<file path="config.mk">
export PLATFORM = sky130hd
export DESIGN_NAME = motor_drive
export DESIGN_NICKNAME = d
export VERILOG_FILES = /design/src/rtl/motor_pkg.sv /design/src/rtl/motor_pwm_gen.sv /design/src/rtl/motor_drive.sv
export SDC_FILE = /design/constraint.sdc
export NUM_CORES = 1
export LEC_CHECK = 0
export ABC_AREA = 1
export BUFFER_PORTS_ARGS = -buffer_cell sky130_fd_sc_hd__clkbuf_2
export CAP_MARGIN = 20
export CORE_MARGIN = 3
export CORE_UTILIZATION = 63
export DETAILED_ROUTE_END_ITERATION = 10
export GPL_TIMING_DRIVEN = 0
export PLACE_DENSITY = 0.8
export SLEW_MARGIN = 20
export SYNTH_ARGS = -nofsm -noshare
export SYNTH_HDL_FRONTEND = slang
export SYNTH_SLANG_ARGS = --single-unit
</file>
<file path="constraint.sdc">
create_clock -name clock -period 4.1 [get_ports clock]
set_clock_uncertainty 0.1 [all_clocks]
set_input_delay 0.82 -clock clock [delete_from_list [all_inputs] [get_ports clock]]
set_output_delay 0.82 -clock clock [all_outputs]
set_load 0.03 [all_outputs]
</file>
<file path="src/rtl/motor_pkg.sv">
// rtl/motor_pkg.sv - shared types and constants for the motor drive block
// Holds the DIR steering codes, the drive state enum, the duty type and the
// ramp step helper used by motor_drive and pwm_gen.
package motor_pkg;

  localparam int DUTY_W = 11;
  typedef logic [DUTY_W-1:0] duty_t;

  localparam logic [3:0] DIR_FWD    = 4'b0000;
  localparam logic [3:0] DIR_VEER_L = 4'b0101;
  localparam logic [3:0] DIR_VEER_R = 4'b1001;
  localparam logic [3:0] DIR_STOP   = 4'b1111;

  typedef enum logic [1:0] {
    STOP = 2'd0,
    RAMP = 2'd1,
    RUN  = 2'd2
  } state_t;

  // Move cur toward tgt by at most step, landing exactly on tgt (no overshoot).
  function automatic duty_t step_toward(duty_t cur, duty_t tgt, duty_t step);
    duty_t res;
    res = cur;
    if (cur < tgt) begin
      res = ((tgt - cur) > step) ? cur + step : tgt;
    end else if (cur > tgt) begin
      res = ((cur - tgt) > step) ? cur - step : tgt;
    end
    return res;
  endfunction

endpackage

</file>
<file path="src/rtl/motor_pwm_gen.sv">
// rtl/motor_pwm_gen.sv - per-wheel PWM compare with period-end shadow duty
// Ports:
//   clock, reset    - system clock, synchronous active-high reset
//   cnt_next        - shared PWM counter value for the coming cycle
//   period_end      - current cycle is the last of the PWM period
//   clear           - drive is stopping: zero the shadow duty immediately
//   duty            - applied duty (sampled only at period end)
//   en_next         - channel enable for the coming cycle
//   pwm             - registered PWM output
module pwm_gen
  import motor_pkg::*;
(
  input  logic  clock,
  input  logic  reset,
  input  duty_t cnt_next,
  input  logic  period_end,
  input  logic  clear,
  input  duty_t duty,
  input  logic  en_next,
  output logic  pwm
);

  duty_t shadow;
  duty_t shadow_next;

  // The shadow only follows the applied duty at the period boundary so a
  // period in flight is never cut short or stretched; stopping bypasses this.
  always_comb begin
    shadow_next = shadow;
    if (clear) begin
      shadow_next = '0;
    end else if (period_end) begin
      shadow_next = duty;
    end
  end

  // The output is computed from next-cycle values so it lines up with the
  // counter and enable registers while still coming straight from a flop.
  always_ff @(posedge clock) begin
    if (reset) begin
      shadow <= '0;
      pwm    <= 1'b0;
    end else begin
      shadow <= shadow_next;
      pwm    <= en_next && (cnt_next < shadow_next);
    end
  end

endmodule

</file>
<file path="src/rtl/motor_drive.sv">
// rtl/motor_drive.sv - DIR decode, duty slew ramp and dual H-bridge PWM drive
// Ports:
//   clock, reset    - system clock, synchronous active-high reset
//   DIR             - 4-bit steering code from the line-following sensor block
//   pwm_l, pwm_r    - left/right motor PWM
//   en_l, en_r      - left/right H-bridge enable (high in RAMP and RUN)
//   moving          - either applied duty nonzero (registered)
//   at_speed        - both applied duties on target while in RUN (registered)
module motor_drive
  import motor_pkg::*;
#(
  parameter int PWM_PERIOD = 1250,
  parameter int FULL_DUTY  = 1250,
  parameter int VEER_DUTY  = 500,
  parameter int RAMP_STEP  = 5,
  parameter int RAMP_DIV   = 25000
) (
  input  logic       clock,
  input  logic       reset,
  input  logic [3:0] DIR,
  output logic       pwm_l,
  output logic       pwm_r,
  output logic       en_l,
  output logic       en_r,
  output logic       moving,
  output logic       at_speed
);

  localparam int DIV_W = (RAMP_DIV > 1) ? $clog2(RAMP_DIV) : 1;
  localparam duty_t FULL_D = duty_t'(FULL_DUTY);
  localparam duty_t VEER_D = duty_t'(VEER_DUTY);
  localparam duty_t STEP_D = duty_t'(RAMP_STEP);
  localparam duty_t LAST_CNT = duty_t'(PWM_PERIOD - 1);
  localparam logic [DIV_W-1:0] LAST_DIV = DIV_W'(RAMP_DIV - 1);

  logic [3:0]       dir_q;
  state_t           state, state_next;
  duty_t            duty_l, duty_r, duty_l_next, duty_r_next;
  duty_t            tgt_l, tgt_r;
  duty_t            cnt, cnt_next;
  logic [DIV_W-1:0] div_cnt;
  logic             stop_req, tick, period_end, en_next, stopping;

  // Decode: anything other than the three drive codes is a stop request.
  always_comb begin
    stop_req = 1'b0;
    tgt_l    = '0;
    tgt_r    = '0;
    case (dir_q)
      DIR_FWD:    begin tgt_l = FULL_D; tgt_r = FULL_D; end
      DIR_VEER_L: begin tgt_l = VEER_D; tgt_r = FULL_D; end
      DIR_VEER_R: begin tgt_l = FULL_D; tgt_r = VEER_D; end
      default:    stop_req = 1'b1;
    endcase
  end

  assign tick       = (state == RAMP) && (div_cnt == LAST_DIV);
  assign period_end = (cnt == LAST_CNT);
  assign cnt_next   = period_end ? '0 : cnt + 1'b1;

  always_comb begin
    state_next = state;
    case (state)
      STOP:    state_next = RAMP;
      RAMP:    if (duty_l == tgt_l && duty_r == tgt_r) state_next = RUN;
      RUN:     if (duty_l != tgt_l || duty_r != tgt_r) state_next = RAMP;
      default: state_next = STOP;
    endcase
    // Stop is never ramped: it overrides every state transition.
    if (stop_req) state_next = STOP;
  end

  assign stopping = (state_next == STOP);
  assign en_next  = !stopping;

  always_comb begin
    duty_l_next = duty_l;
    duty_r_next = duty_r;
    if (stopping) begin
      duty_l_next = '0;
      duty_r_next = '0;
    end else if (tick) begin
      duty_l_next = step_toward(duty_l, tgt_l, STEP_D);
      duty_r_next = step_toward(duty_r, tgt_r, STEP_D);
    end
  end

  always_ff @(posedge clock) begin
    if (reset) begin
      dir_q    <= DIR_STOP;
      state    <= STOP;
      duty_l   <= '0;
      duty_r   <= '0;
      cnt      <= '0;
      div_cnt  <= '0;
      en_l     <= 1'b0;
      en_r     <= 1'b0;
      moving   <= 1'b0;
      at_speed <= 1'b0;
    end else begin
      dir_q  <= DIR;
      state  <= state_next;
      duty_l <= duty_l_next;
      duty_r <= duty_r_next;
      cnt    <= cnt_next;
      // Divider restarts on every entry to RAMP so the first step is a full
      // tick after the target change.
      if (state_next == RAMP && state != RAMP) begin
        div_cnt <= '0;
      end else if (state == RAMP) begin
        div_cnt <= tick ? '0 : div_cnt + 1'b1;
      end else begin
        div_cnt <= '0;
      end
      en_l     <= en_next;
      en_r     <= en_next;
      // Status follows the duties a cycle late, except a stop drops it at once.
      moving   <= !stopping && (duty_l != '0 || duty_r != '0);
      at_speed <= (state_next == RUN) && (duty_l == tgt_l) && (duty_r == tgt_r);
    end
  end

  pwm_gen u_pwm_l (
    .clock      (clock),
    .reset      (reset),
    .cnt_next   (cnt_next),
    .period_end (period_end),
    .clear      (stopping),
    .duty       (duty_l),
    .en_next    (en_next),
    .pwm        (pwm_l)
  );

  pwm_gen u_pwm_r (
    .clock      (clock),
    .reset      (reset),
    .cnt_next   (cnt_next),
    .period_end (period_end),
    .clear      (stopping),
    .duty       (duty_r),
    .en_next    (en_next),
    .pwm        (pwm_r)
  );

endmodule

</file>
==> flow_summary.toml <==
[outcome]
status = "finished clean"

[yosys]
ys_seq_area_share_pct = 23.0
synthTopCellsByArea = "dfxtp_1 (23%), nand2_1 (14%), ha_1 (11%)"
synth_top_family_by_area = "simple AND/OR/NAND/NOR gates"
muxShareOfSynthArea_pct = 0
ys.flop_type = "dfxtp_1"
synth.top_cell.area_share_pct = 23.0
synth_edf_count = 0
ys_ff_latch = 81
netlist_instances = 1092
synth_area_um2 = 7050
syn-num-nets = 1165
netlist_top_cells_count = "nand2_1 (271), inv_1 (129), nand3_1 (115)"
ys_types = 48
postSynthAreaPerCell_um2 = 6.46
synth_compound_area_share_pct = 11.7
post-synth-top-count-cell = "nand2_1"
synthArstFlopShare_pct = 0
synth_warnings = 0
synth-simple-area-share_pct = 37.7
synth_top_area_cell = "dfxtp_1"
synth_fa_ha_area_share_pct = 12.3
synth_xor_area_share_pct = 4.61

[route]
drtIter0Drc = 614
wl_um = 18000
post_drt_wl_per_cell_um = 14.4
firstDrtPassIters = 6
drc = 0
num_vias = 7022
routed_via_density = 5.60
ant_nets = 0

[final_layout]
drive_gt1_share_pct = 9.57
final_cell_area_um2 = 7500
fin_nets = 1186
antenna_cells = 0
area_growth_pct = 6.35

[clock_tree]
clk_pin_slew_worst_paths_ns = 0.08
clk_latency_ns = 0.38
cts_tree = "done"
root_buffer = "clkbuf_8"
cts_resized = 0
clock_path_buffers = 2
cts.sinks = 81
h-tree-depth = 3
cts_hold_buf = 0
numCtsBuffers = 9
post_cts_buffers = 0

[sta]
worst_slew_pin_slew_ns = 0.712
slew_headroom_pct = 52.6
max_freq_ghz = 0.277
slew_violations = 0
setup_viol = 0
hold_viol_final = 0
post-route-period-util_pct = 88.0
rsz0062_at_grt = "false"
setup_tns_ns = 0
period_needed_ns = 3.61

[worst_setup_path]
r2r_slack_ns = 0.49
crit_fanout = 10
r2r_start = "dir_q[3]$_SDFF_PP1_"
cp-end-kind = "register"
crit_type = "reg -> reg"
required_ns = 4.26
cp-start-kind = "register"
cp.arrival_ns = 3.76
reg2regPathDepth = 20
regToRegEndpoint = "duty_l[5]$_SDFFE_PP0P_"

[global_route]
grt_overflow = 0
grt_pass1_vias = 6321
grt_max_degree = 15
grt_pass1_wl_um = 30200
antenna_found_initial = 0
grt_use_total_pct = 29.1

[flow_run]
maxCapViolCount = 0

[min_path]
min_path_cells = 1
min_to = "div_cnt[0]$_SDFF_PP0_"
hold_class = "reg -> reg"
holdCritStartpoint = "div_cnt[0]$_SDFF_PP0_"

[floorplan]
initial_utilization_pct = 66.5
die_w_um = 112
die_y_um = 112
core_um2 = 10600
rows = 37
die_area_um2 = 12500
pin_count = 12

[pwr]
power.leakage_nw = 3.74
vdd_drop_max_mv = 0.346
p_per_area_nw_per_um2 = 248

[placement]
gp_congestion = 0.975
numPortBuffers = 10
dp_hpwl_um = 14000
place_area_um2 = 7270
==> layout by cell type, fill, tap and decap left out, types with 5 or more instances in the layout <==
cell type / Yosys / final
xor2_1: 29 / 29
dfxtp_1: 81 / 81
ha_1: 63 / 63
clkbuf_2: 1 / 11
o21ai_1: 7 / 7
clkbuf_1: 9 / 9
a21oi_1: 54 / 54
clkbuf_8: 0 / 10
inv_2: 8 / 8
buf_6: 6 / 6
buf_2: 12 / 12
nand3_1: 115 / 115
nor2_2: 10 / 10
nor2_1: 108 / 108
buf_4: 6 / 6
xnor2_1: 5 / 5
nor3_1: 26 / 26
o21ai_0: 37 / 37
or2_2: 5 / 5
a21oi_2: 5 / 5
nand2_1: 271 / 271
inv_1: 129 / 129
nor4_1: 8 / 8
nand2_2: 9 / 9
nand4_1: 19 / 19
o211ai_1: 22 / 22
==> where the power goes <==
part           leakage, nW  total (W)  switching [W]  internal [W]
Clock                0.113   0.000666       0.000305      0.000361
Combinational         2.98   0.000395       0.000264      0.000131
Sequential           0.654   0.000796     0.00000477      0.000792
Total                 3.74    0.00186       0.000574       0.00128
==> worst max-delay path, cell delays in order, from the launching register on <==
cell     delay (ns)
dfxtp_1        0.38
inv_1          0.09
nor3_4         0.44
nor2_2         0.17
inv_1          0.18
ha_1           0.17
inv_1          0.08
fa_1           0.46
nand3_1        0.15
nand2_1        0.11
nand2_1        0.10
nand2_1        0.10
nand2_1        0.07
nand2_1        0.06
nor2_2         0.21
nand3_1        0.15
buf_4          0.20
o21ai_1        0.09
nand3_1        0.08
nand2_1        0.06
a21oi_1        0.05
==> state kept, by name, summed over array words and instances, names as in the netlist, 2 cells and up <==
name and count:
cnt 11, dir_q 4, div_cnt 15, duty_l 11, duty_r 11, state 2
u_pwm_l.shadow 11, u_pwm_r.shadow 11
==> through the flow <==
| stage | util, % | hold slack [ns] | power [W] | cells | worst slack (ns) |
|---|---|---|---|---|---|
| 2_1_floorplan | - | 0.330 | 0.00112 | 1092 | 1.21 |
| 3_3_place_gp | 68.6 | 0.343 | 0.00120 | 1238 | 0.570 |
| 3_5_place_dp | 68.6 | 0.365 | 0.00120 | 1238 | 0.541 |
| 4_1_cts | 70.7 | 0.383 | 0.00186 | 1254 | 0.528 |
| 5_1_grt | 70.7 | 0.412 | 0.00196 | 1254 | 0.226 |
| 6_report | 70.7 | 0.377 | 0.00186 | 1254 | 0.491 |
==> how the worst max path moves through the flow <==
stage	start	to	slack, ns
final	dir_q[3]$_SDFF_PP1_	duty_l[5]$_SDFFE_PP0P_	0.49
after global routing	dir_q[3]$_SDFF_PP1_	duty_l[5]$_SDFFE_PP0P_	0.23
after CTS	dir_q[3]$_SDFF_PP1_	duty_l[5]$_SDFFE_PP0P_	0.53
after detailed placement	dir_q[3]$_SDFF_PP1_	duty_l[5]$_SDFFE_PP0P_	0.54
after global placement	dir_q[3]$_SDFF_PP1_	duty_l[5]$_SDFFE_PP0P_	0.57
after floorplan	dir_q[3]$_SDFF_PP1_	duty_l[5]$_SDFFE_PP0P_	1.21
==> cells by family (layout without fill, tap and decap cells) <==
| logic type | after synthesis | in the layout |
|---|---|---|
| AO/OA/AOI/OAI | 140 | 140 |
| XOR/XNOR | 35 | 35 |
| adder cells (fa/ha/maj) | 67 | 67 |
| buffers and inverters | 178 | 204 |
| flip-flops | 81 | 81 |
| AND/OR/NAND/NOR | 591 | 591 |
==> routing by layer <==
layer,share of wire [%],up-vias,track usage (%)
met1,46,3127,39.8
li1,-,3617,-
met2,45,246,46.8
met4,1.8,0,8.11
met3,7.5,32,5.98
met5,0,-,0
==> final cells by class <==
cell class	count	area (µm²)
buffer	35	215
clock buffer	10	138
clock inverter	6	90.1
fill	963	3100
inverter	143	542
multi-input combinational	833	4670
sequential	81	1620
tap	136	170
timing repair buffer	10	50.0
Note: power is estimated with default switching activity, not from simulation.
